`config.mk`:
```
export PLATFORM = sky130hd
export DESIGN_NAME = gpi_debounce
export DESIGN_NICKNAME = d
export VERILOG_FILES = /design/src/rtl/gpi_debounce.sv
export SDC_FILE = /design/constraint.sdc
export NUM_CORES = 1
export LEC_CHECK = 0
export BUFFER_PORTS_ARGS = -buffer_cell sky130_fd_sc_hd__buf_2
export CORE_ASPECT_RATIO = 1.2
export CORE_UTILIZATION = 60
export CTS_BUF_LIST = sky130_fd_sc_hd__clkbuf_16
export CTS_CLUSTER_DIAMETER = 150
export DETAILED_ROUTE_END_ITERATION = 10
export HOLD_SLACK_MARGIN = 0.1
export PLACE_DENSITY = 0.82
export SLEW_MARGIN = 5
export SYNTH_ARGS = -nofsm -noshare
export SYNTH_HDL_FRONTEND = slang
export SYNTH_SLANG_ARGS = --single-unit
export TNS_END_PERCENT = 5
```
`constraint.sdc`:
```
create_clock -name clk -period 7.3 [get_ports clk]
set_input_delay 1.095 -clock clk [delete_from_list [all_inputs] [get_ports clk]]
set_output_delay 1.095 -clock clk [all_outputs]
set_load 0.03 [all_outputs]
```
`src/rtl/gpi_debounce.sv`:
```
// Debounced general-purpose input block: per-pin 2-flop synchronizer, threshold
// debounce counter, rising-edge sticky interrupt status with mask and W1C clear.
module gpi_debounce #(
  parameter int          NPORT   = 4,
  parameter int          CNT_W   = 16,
  parameter int unsigned DB_INIT = 0
) (
  input  logic             clk,
  input  logic             reset,
  input  logic             ce,
  input  logic             wr_en,
  input  logic [1:0]       addr,
  input  logic [31:0]      wdata,
  output logic [31:0]      rdata,
  input  logic [NPORT-1:0] inPort,
  output logic             irq
);

  localparam logic [1:0] ADDR_IDR = 2'd0;
  localparam logic [1:0] ADDR_IMR = 2'd1;
  localparam logic [1:0] ADDR_ISR = 2'd2;
  localparam logic [1:0] ADDR_DBR = 2'd3;

  logic [NPORT-1:0] s1;
  logic [NPORT-1:0] s2;
  logic [NPORT-1:0] stable;
  logic [NPORT-1:0] stable_n;
  logic [NPORT-1:0] imr;
  logic [NPORT-1:0] isr;
  logic [NPORT-1:0] isr_n;
  logic [NPORT-1:0] rise;
  logic [NPORT-1:0] clr;
  logic [CNT_W-1:0] dbr;
  logic [CNT_W-1:0] cnt   [NPORT];
  logic [CNT_W-1:0] cnt_n [NPORT];
  logic             wr;

  // Only a slice of wdata is meaningful for any register; the rest is ignored.
  wire unused_wdata = ^wdata;

  assign wr = ce & wr_en;

  always_comb begin
    stable_n = stable;
    for (int i = 0; i < NPORT; i++) begin
      cnt_n[i] = cnt[i];
      if (s2[i] != stable[i]) begin
        if (cnt[i] >= dbr) begin
          stable_n[i] = s2[i];
          cnt_n[i]    = '0;
        end else if (cnt[i] != {CNT_W{1'b1}}) begin
          cnt_n[i] = cnt[i] + CNT_W'(1);
        end
      end else begin
        cnt_n[i] = '0;
      end
    end
  end

  // A set event on the same edge as a W1C clear wins because it is OR-ed in last.
  always_comb begin
    rise  = stable_n & ~stable & imr;
    clr   = (wr && addr == ADDR_ISR) ? wdata[NPORT-1:0] : '0;
    isr_n = (isr & ~clr) | rise;
  end

  always_ff @(posedge clk or posedge reset) begin
    if (reset) begin
      s1     <= '0;
      s2     <= '0;
      stable <= '0;
      imr    <= '0;
      isr    <= '0;
      dbr    <= CNT_W'(DB_INIT);
      for (int i = 0; i < NPORT; i++) cnt[i] <= '0;
    end else begin
      s1     <= inPort;
      s2     <= s1;
      stable <= stable_n;
      isr    <= isr_n;
      cnt    <= cnt_n;
      if (wr && addr == ADDR_IMR) imr <= wdata[NPORT-1:0];
      if (wr && addr == ADDR_DBR) dbr <= wdata[CNT_W-1:0];
    end
  end

  assign irq = |(isr & imr);

  always_comb begin
    rdata = '0;
    if (ce && !wr_en) begin
      case (addr)
        ADDR_IDR: rdata[NPORT-1:0] = stable;
        ADDR_IMR: rdata[NPORT-1:0] = imr;
        ADDR_ISR: rdata[NPORT-1:0] = isr;
        ADDR_DBR: rdata[CNT_W-1:0] = dbr;
        default:  rdata = '0;
      endcase
    end
  end

endmodule

```
==> results of run 1 <==
==> cell families after synthesis <==
logic type                 Yosys count  synth area share
AOI/OAI and AO/OA                  110             0.112
xor gates and xnor gates            42            0.0566
adders and majority gates           68             0.131
buffers and inverters               67            0.0512
DFF                                100             0.385
muxes                               35            0.0662
other                                1          0.000577
and+or+nand+nor                    248             0.197
==> area by class of cell <==
type,instances,area share
Sequential cell,100,0.356
Tap cell,129,0.0230
Timing Repair Buffer,43,0.0310
Clock buffer,9,0.0321
Multi-Input combinational cell,519,0.530
Inverter,34,0.0185
Clock inverter,7,0.00944
==> synth_stat cells (5+ instances only) <==
cell type | instances | share of area
nand3_2 | 5 | 0.0077
nand2_1 | 52 | 0.030
buf_2 | 7 | 0.0054
o211ai_1 | 6 | 0.0069
and3_1 | 14 | 0.013
nand2b_1 | 7 | 0.0067
clkbuf_1 | 7 | 0.0040
ha_1 | 68 | 0.13
xor2_1 | 20 | 0.027
buf_4 | 17 | 0.020
inv_1 | 34 | 0.020
mux2_2 | 24 | 0.042
nor3_1 | 23 | 0.018
a211oi_1 | 9 | 0.010
xnor2_1 | 22 | 0.030
nor2_1 | 63 | 0.036
a21oi_1 | 29 | 0.022
dfrtp_1 | 100 | 0.39
a31oi_1 | 15 | 0.014
mux2i_1 | 7 | 0.011
nand4_1 | 25 | 0.024
a311oi_1 | 5 | 0.0067
o21ai_0 | 21 | 0.016
nand3_1 | 29 | 0.022
==> per-layer routing <==
layer	GRT usage	vias to the layer above
met5	0	-
met4	0.160	0
met3	0.0392	41
met2	0.519	216
met1	0.338	2648
li1	-	2471
==> final timing paths <==
| check | startpoint | endpoint | depth (start not counted) |
|---|---|---|---|
| min in group asynchronous | reset | cnt[63] | 2 |
| max in group asynchronous | reset | cnt[21] | 3 |
| setup reg to reg | dbr[0] | cnt[18] | 6 |
| setup / recovery | wr_en | rdata[6] | 4 |
| hold / removal | s1[1] | s2[1] | 0 |
| hold reg to reg | s1[1] | s2[1] | 0 |
==> registers in the layout (all words and copies together), names as in the netlist <==
name and flops:
s2 4, isr 4, stable 4, s1 4, cnt 64, dbr 16
imr 4
==> through the flow <==
step,cell area (um^2),power (uW)
global placement,6730,1100
detailed placement,6730,1150
global route,7020,1710
floorplan,6560,1020
finish,7020,1620
CTS,7020,1620
==> where the power goes <==
group          switching (uW)  leakage (uW)  internal [uW]  total [uW]
Sequential               71.8       0.00132            618         689
Combinational             285       0.00183            171         457
Clock                     209      0.000145            264         474
Total                     566       0.00330           1050        1620
==> worst register-to-register path: cells and delay by family, from the launching register on <==
kind | cells | cell delay (ns)
AO/OA/AOI/OAI | 3 | 1.05
adder cells (fa/ha/maj) | 1 | 0.33
flip-flops | 1 | 0.49
AND/OR/NAND/NOR | 2 | 0.65
==> impl_results.md, run 1 <==
- Status: complete, no violations
- Fillers: 779
- Share of cells above drive strength 1: 0.145
- Critical Path End Type: primary output
- Post-place setup slack: 4.01 ns
- Total Neg Setup Slack: 0 ns
- Synth-to-Final Area Change: 8.07%
- Sequential fraction of the synthesis area: 0.385
- Worst-Margin Slew: 1.11 ns
- Max Slew Vio Count: 0
- Mapped Avg Cell Area: 9.69 um^2
- 1st-pass router iterations: 5
- Starting DRC count in detailed routing: 328
- Post-synth top flop: dfrtp_1
- Worst Clk Skew: 0.00685 ns
- H-tree depth: 3
- Clk slew on worst S/H paths: 0.06 ns
- Vias in the first global route: 5,361
- Via count: 5,376
- CP top delay family: simple AND/OR/NAND/NOR gates
- All-Layer GR Usage: 0.289
- Worst setup SP type: input port
- WL met2: 8.13 mm
- Mapped cell area: 6500 um^2
- Leading cell type in the layout, fill and taps excluded: dfrtp_1
- Synth async-reset ratio: 1.00
- Via density: 6.39
- Count of buffer and inverter cells on the critical path: 2
- ANT nets after route: 0
- Initial Utilization: 0.618
- Post-CTS setup buffer count: 0
- Hold WC Path Type: register to register
- Placed Instances: 825
- Fmax: 302 MHz
- Residual DRC count: 0
- Top routing layer in use: met4
- PostCTS Resize Cnt: 0
- Largest net degree at the start of global routing: 72
- Final Hold Viols: 0
- I/O pin cnt: 75
- Worst slew margin: 0.259
- Diode count: 0
- Finished Layout Cells: 841
- Slowest CP cell: nand2b_1
- Die area: 11,300 um^2
- Input/output buffers: 42
- Multi-input logic area: 3720 um^2
- Setup ws final: 3.98 ns
- Metal-1 WL: 6.14 mm
- Cell count after synthesis: 671
- Site Rows: 41
- Synth warn: 0
- Most frequent cells in the layout: dfrtp_1, ha_1, nor2_1, nand2_1, buf_2
- Period minus WS final: 3.32 ns
- Unrepaired setup endpoints after global routing: no
- First-pass GRT wire length: 25.6 mm
- R2r setup slk: 4.66 ns
- CTS tree: built
- Post-detail-place hpwl: 11.5 mm
- Crit path cell chain: buf_2 > nand2b_1 > nor3_1 > buf_2
- Clock buffer depth: 2
- Wire per inst: 18.5 um
- Register area: 2500 um^2
- Critical path arrival: 2.22 ns
- Synth cell types: 57
- Post-layout nets: 817
- Number of hold buffers added after cts: 0
- EDFF count, synth: 0
- DRT Wirelength: 15.6 mm
- Period Utilization, post-route: 0.454
- Met3 routed WL: 752 um
- Die Width: 97.0 um
- CTS Buf Count: 9
- Gpl congestion: 0.876
- Lkg Pwr: 0.00330 uW
- Worst Path Required: 6.20 ns
- Worst Setup Path Type: input port to primary output
- Root buf cell: clkbuf_16
- Worst skew pair latency: 0.35 ns
- CORE AREA: 10,500 um^2
- Final core area utilization: 0.668
- Min Hold Slack: 0.349 ns
- Worst Path Max Fanout: 16
- Die Y: 116 um
- Setup Viol. Count Final: 0
- Overflow after GRT: 0
- Most numerous cell on the critical path: buf_2
- Synthesized flop and latch total: 100
- Initial antenna violation count: 0
- Power per Cell Area: 231 nW/um^2
- Max-Cap Viols: 0
- Clock tree sinks: 100
- Max stage delay on crit path: 0.43 ns
- Max VDD drop: 0.130 mV
No activity file was read; power rests on OpenSTA's default activity.
==> run 2, diff against run 1 <==
--- a/config.mk
+++ b/config.mk
@@ -5,14 +5,15 @@
 export SDC_FILE = /design/constraint.sdc
 export NUM_CORES = 1
 export LEC_CHECK = 0
+export ABC_AREA = 1
 export BUFFER_PORTS_ARGS = -buffer_cell sky130_fd_sc_hd__buf_2
 export CORE_ASPECT_RATIO = 1.2
-export CORE_UTILIZATION = 60
+export CORE_UTILIZATION = 54
 export CTS_BUF_LIST = sky130_fd_sc_hd__clkbuf_16
 export CTS_CLUSTER_DIAMETER = 150
 export DETAILED_ROUTE_END_ITERATION = 10
 export HOLD_SLACK_MARGIN = 0.1
-export PLACE_DENSITY = 0.82
+export PLACE_DENSITY = 0.77
 export SLEW_MARGIN = 5
 export SYNTH_ARGS = -nofsm -noshare
 export SYNTH_HDL_FRONTEND = slang
==> constraint.sdc (replaced) <==
create_clock -name clk -period 2.9 [get_ports clk]
set_input_delay 0.435 -clock clk [delete_from_list [all_inputs] [get_ports clk]]
set_output_delay 0.435 -clock clk [all_outputs]
set_load 0.03 [all_outputs]
==> run 2 against run 1 <==
Net effect:
- core utilization fell by 5.4 points
- highest routed layer unchanged
- total power rose by 110%
- sequential cell count did not move
- clock power rose by 130%
==> impl_results.md, run 2 <==
- Period Utilization, post-route: 0.834
- Placed Instances: 1,147 (+39%)
- Synth cell types: 32 (-44%)
- Root buf cell: clkbuf_16
- Initial Utilization: 0.564 (-0.0538)
- Worst Path Max Fanout: 17 (+1)
- Fmax: 413 MHz
- CTS Buf Count: 9 (unchanged)
- Die Y: 126 um (+8.7%)
- Vias in the first global route: 5,728 (+6.8%)
- Synth-to-Final Area Change: 8.74%
- Hold WC Path Type: input port to register
- Worst-Margin Slew: 0.789 ns (-0.320 ns)
- Post-synth top flop: dfrtp_1
- Crit path cell chain: buf_2 > nand2_1 > o21ai_0 > a211oi_1 > a211oi_1 > buf_2
- Final Power: 3430 uW (+110%)
- Critical Path End Type: primary output
- Max-Cap Viols: 0 (unchanged)
- Yosys top cell area share: 0.361 (-0.0238)
- Setup Viol. Count Final: 0 (unchanged)
- Post-CTS setup buffer count: 0 (unchanged)
- Number of hold buffers added after cts: 0 (unchanged)
- Register area: 2500 um^2 (unchanged)
- Synth async-reset ratio: 1.00 (unchanged)
- Sequential fraction of the synthesis area: 0.361 (-0.0238)
- Starting DRC count in detailed routing: 388 (+18%)
- Post-place setup slack: 0.524 ns (-3.49 ns)
- Final Hold Viols: 0 (unchanged)
- Top reg by flops: cnt
- Post-detail-place hpwl: 12.5 mm (+8.6%)
- Worst r2r src: dbr[13]
- Worst Setup Path Type: input port to primary output
- Initial antenna violation count: 0 (unchanged)
- Total Neg Setup Slack: 0 ns (unchanged)
- Hold_sp: inPort[0]
- EDFF count, synth: 0 (unchanged)
- H-tree depth: 3 (unchanged)
- Worst Clk Skew: 0.00453 ns (-0.00232 ns)
- Residual DRC count: 0 (unchanged)
- Status: complete, no violations
- Die area: 13,300 um^2 (+18%)
- Reg2reg end: cnt[16]
- All-Layer GR Usage: 0.260 (-0.0295)
- Synth cell count leaders: nand2_1, inv_1, nor2_1
- CP Capture Point: rdata[3]
- I/O pin cnt: 75 (unchanged)
- Synth warn: 0 (unchanged)
- ANT nets after route: 0 (unchanged)
- Leading cell type in the layout, fill and taps excluded: nand2_1
- Max stage delay on crit path: 0.43 ns (about the same)
- CORE AREA: 12,300 um^2 (+17%)
- Synthesized flop and latch total: 100 (unchanged)
- Worst slew margin: 0.473 (+0.214)
- Setup ws final: 0.481 ns (-3.50 ns)
- Fillers: 1,153 (+48%)
- Clock tree sinks: 100 (unchanged)
- CP Launch Point: addr[1]
- Largest register FFs: 64 (unchanged)
- Slowest CP cell: nand2_1
- First-pass GRT wire length: 27.0 mm (+5.7%)
- Overflow after GRT: 0 (unchanged)
- Mapped Avg Cell Area: 7.28 um^2 (-25%)
- Top cells by area, synth: dfrtp_1, nand2_1, ha_1
- Finished Layout Cells: 1,162 (+38%)
- CTS tree: built
- Worst skew pair latency: 0.34 ns (about the same)
- PostCTS Resize Cnt: 0 (unchanged)
- Power per Cell Area: 456 nW/um^2 (+98%)
- Share of cells above drive strength 1: 0.0899 (-0.0548)
- Clk slew on worst S/H paths: 0.07 ns (about the same)
- R2r setup slk: 0.52 ns (-4.14 ns)
- Max Slew Vio Count: 0 (unchanged)
- Die Width: 105 um (+8.6%)
- Clock buffer depth: 2 (unchanged)
- Wire per inst: 14.3 um (-23%)
- Unrepaired setup endpoints after global routing: no
- Worst Path Required: 2.47 ns (-3.73 ns)
- Critical path arrival: 1.98 ns (-0.24 ns)
- DRT Wirelength: 16.6 mm (+6.7%)
- Input/output buffers: 42 (unchanged)
- Multi-input logic area: 3850 um^2 (+3.6%)
- Site Rows: 44 (+7.3%)
- Leading area contributor after synthesis: dfrtp_1
- Via count: 6,331 (+18%)
- Period minus WS final: 2.42 ns
- Largest net degree at the start of global routing: 38 (-47%)
- Lkg Pwr: 0.00396 uW (+20%)
- Mapped cell area: 6930 um^2 (+6.6%)
- Gpl congestion: 0.871 (-0.56%)
- Depth of the most critical reg-to-reg path: 7 (+1)
- Most frequent cells in the layout: nand2_1, inv_1, nor2_1, dfrtp_1, nand3_1
- Max VDD drop: 0.226 mV (+74%)
- Via density: 5.45 (-15%)
- Diode count: 0 (unchanged)
- Post-layout nets: 1,107 (+35%)
- Top-count cell post-synth: nand2_1
- Worst setup SP type: input port
- Cell count after synthesis: 952 (+42%)
- 1st-pass router iterations: 5 (unchanged)
- Biggest regs: cnt x64, dbr x16
[run 2: cell types whose count changed after synthesis, sizes merged, moves of 19 or more]
cell,previous run,this run
nand3,34,70
mux2,24,0
o21ai,21,59
inv,34,117
xnor2,22,1
nand2,53,239
nand4,26,45
nor2,63,129
[run 2: logic make-up (layout without fill, tap and decap cells)]
kind of cell / Yosys count / in the layout / share of synthesized area
other: 1 / 16 / 0.000541
buffers and inverters: 146 / 180 / 0.0907
xor gates and xnor gates: 12 / 12 / 0.0152
DFF: 100 / 100 / 0.361
AOI/OAI and AO/OA: 107 / 107 / 0.0825
adders and majority gates: 68 / 68 / 0.123
and+or+nand+nor: 518 / 518 / 0.327
[run 2: power breakdown]
| part | switching [uW] | leakage (uW) | total [uW] | internal, uW |
|---|---|---|---|---|
| sequential | 77.6 | 0.00133 | 1570 | 1500 |
| combinational | 551 | 0.00249 | 795 | 244 |
| clock | 503 | 0.000133 | 1070 | 562 |
| total | 1130 | 0.00396 | 3430 | 2300 |
[run 2: per-stage QoR]
stage	hold WS (ns)	instance area, um^2	util
CTS	0.185	7530	0.614
floorplan	0.331	6990	-
finish	0.190	7530	0.614
global route	0.187	7530	0.614
detailed placement	0.340	7280	0.593
global placement	0.332	7280	0.593
[run 2: how the worst min path moves through the flow]
stage / slack (ns) / depth (start not counted) / endpoint
2_1_floorplan: 0.33 / 0 / s2[0]
3_3_place_gp: 0.33 / 0 / s2[1]
3_5_place_dp: 0.34 / 0 / s2[2]
4_1_cts: 0.19 / 1 / s1[0]
5_1_grt: 0.19 / 1 / s1[0]
6_report: 0.19 / 1 / s1[0]
[run 2: cell type report]
class / count / share of cell area
Sequential cell: 100 / 0.332
Tap cell: 161 / 0.0267
Inverter: 117 / 0.0588
Clock inverter: 6 / 0.00332
Clock buffer: 9 / 0.0299
Multi-Input combinational cell: 721 / 0.512
Timing Repair Buffer: 48 / 0.0372
[run 2: layer usage]
metal  global-route usage  routed length (um)
met5                    0                   0
met3               0.0336                 841
met2                0.440                7910
met1                0.334                7350
met4                0.109                 509
[run 2: critical path: cells and delay by family]
family,cells,cell delay (ns)
buffers and inverters,2,0.43
AOI/OAI and AO/OA,3,0.68
and+or+nand+nor,1,0.43
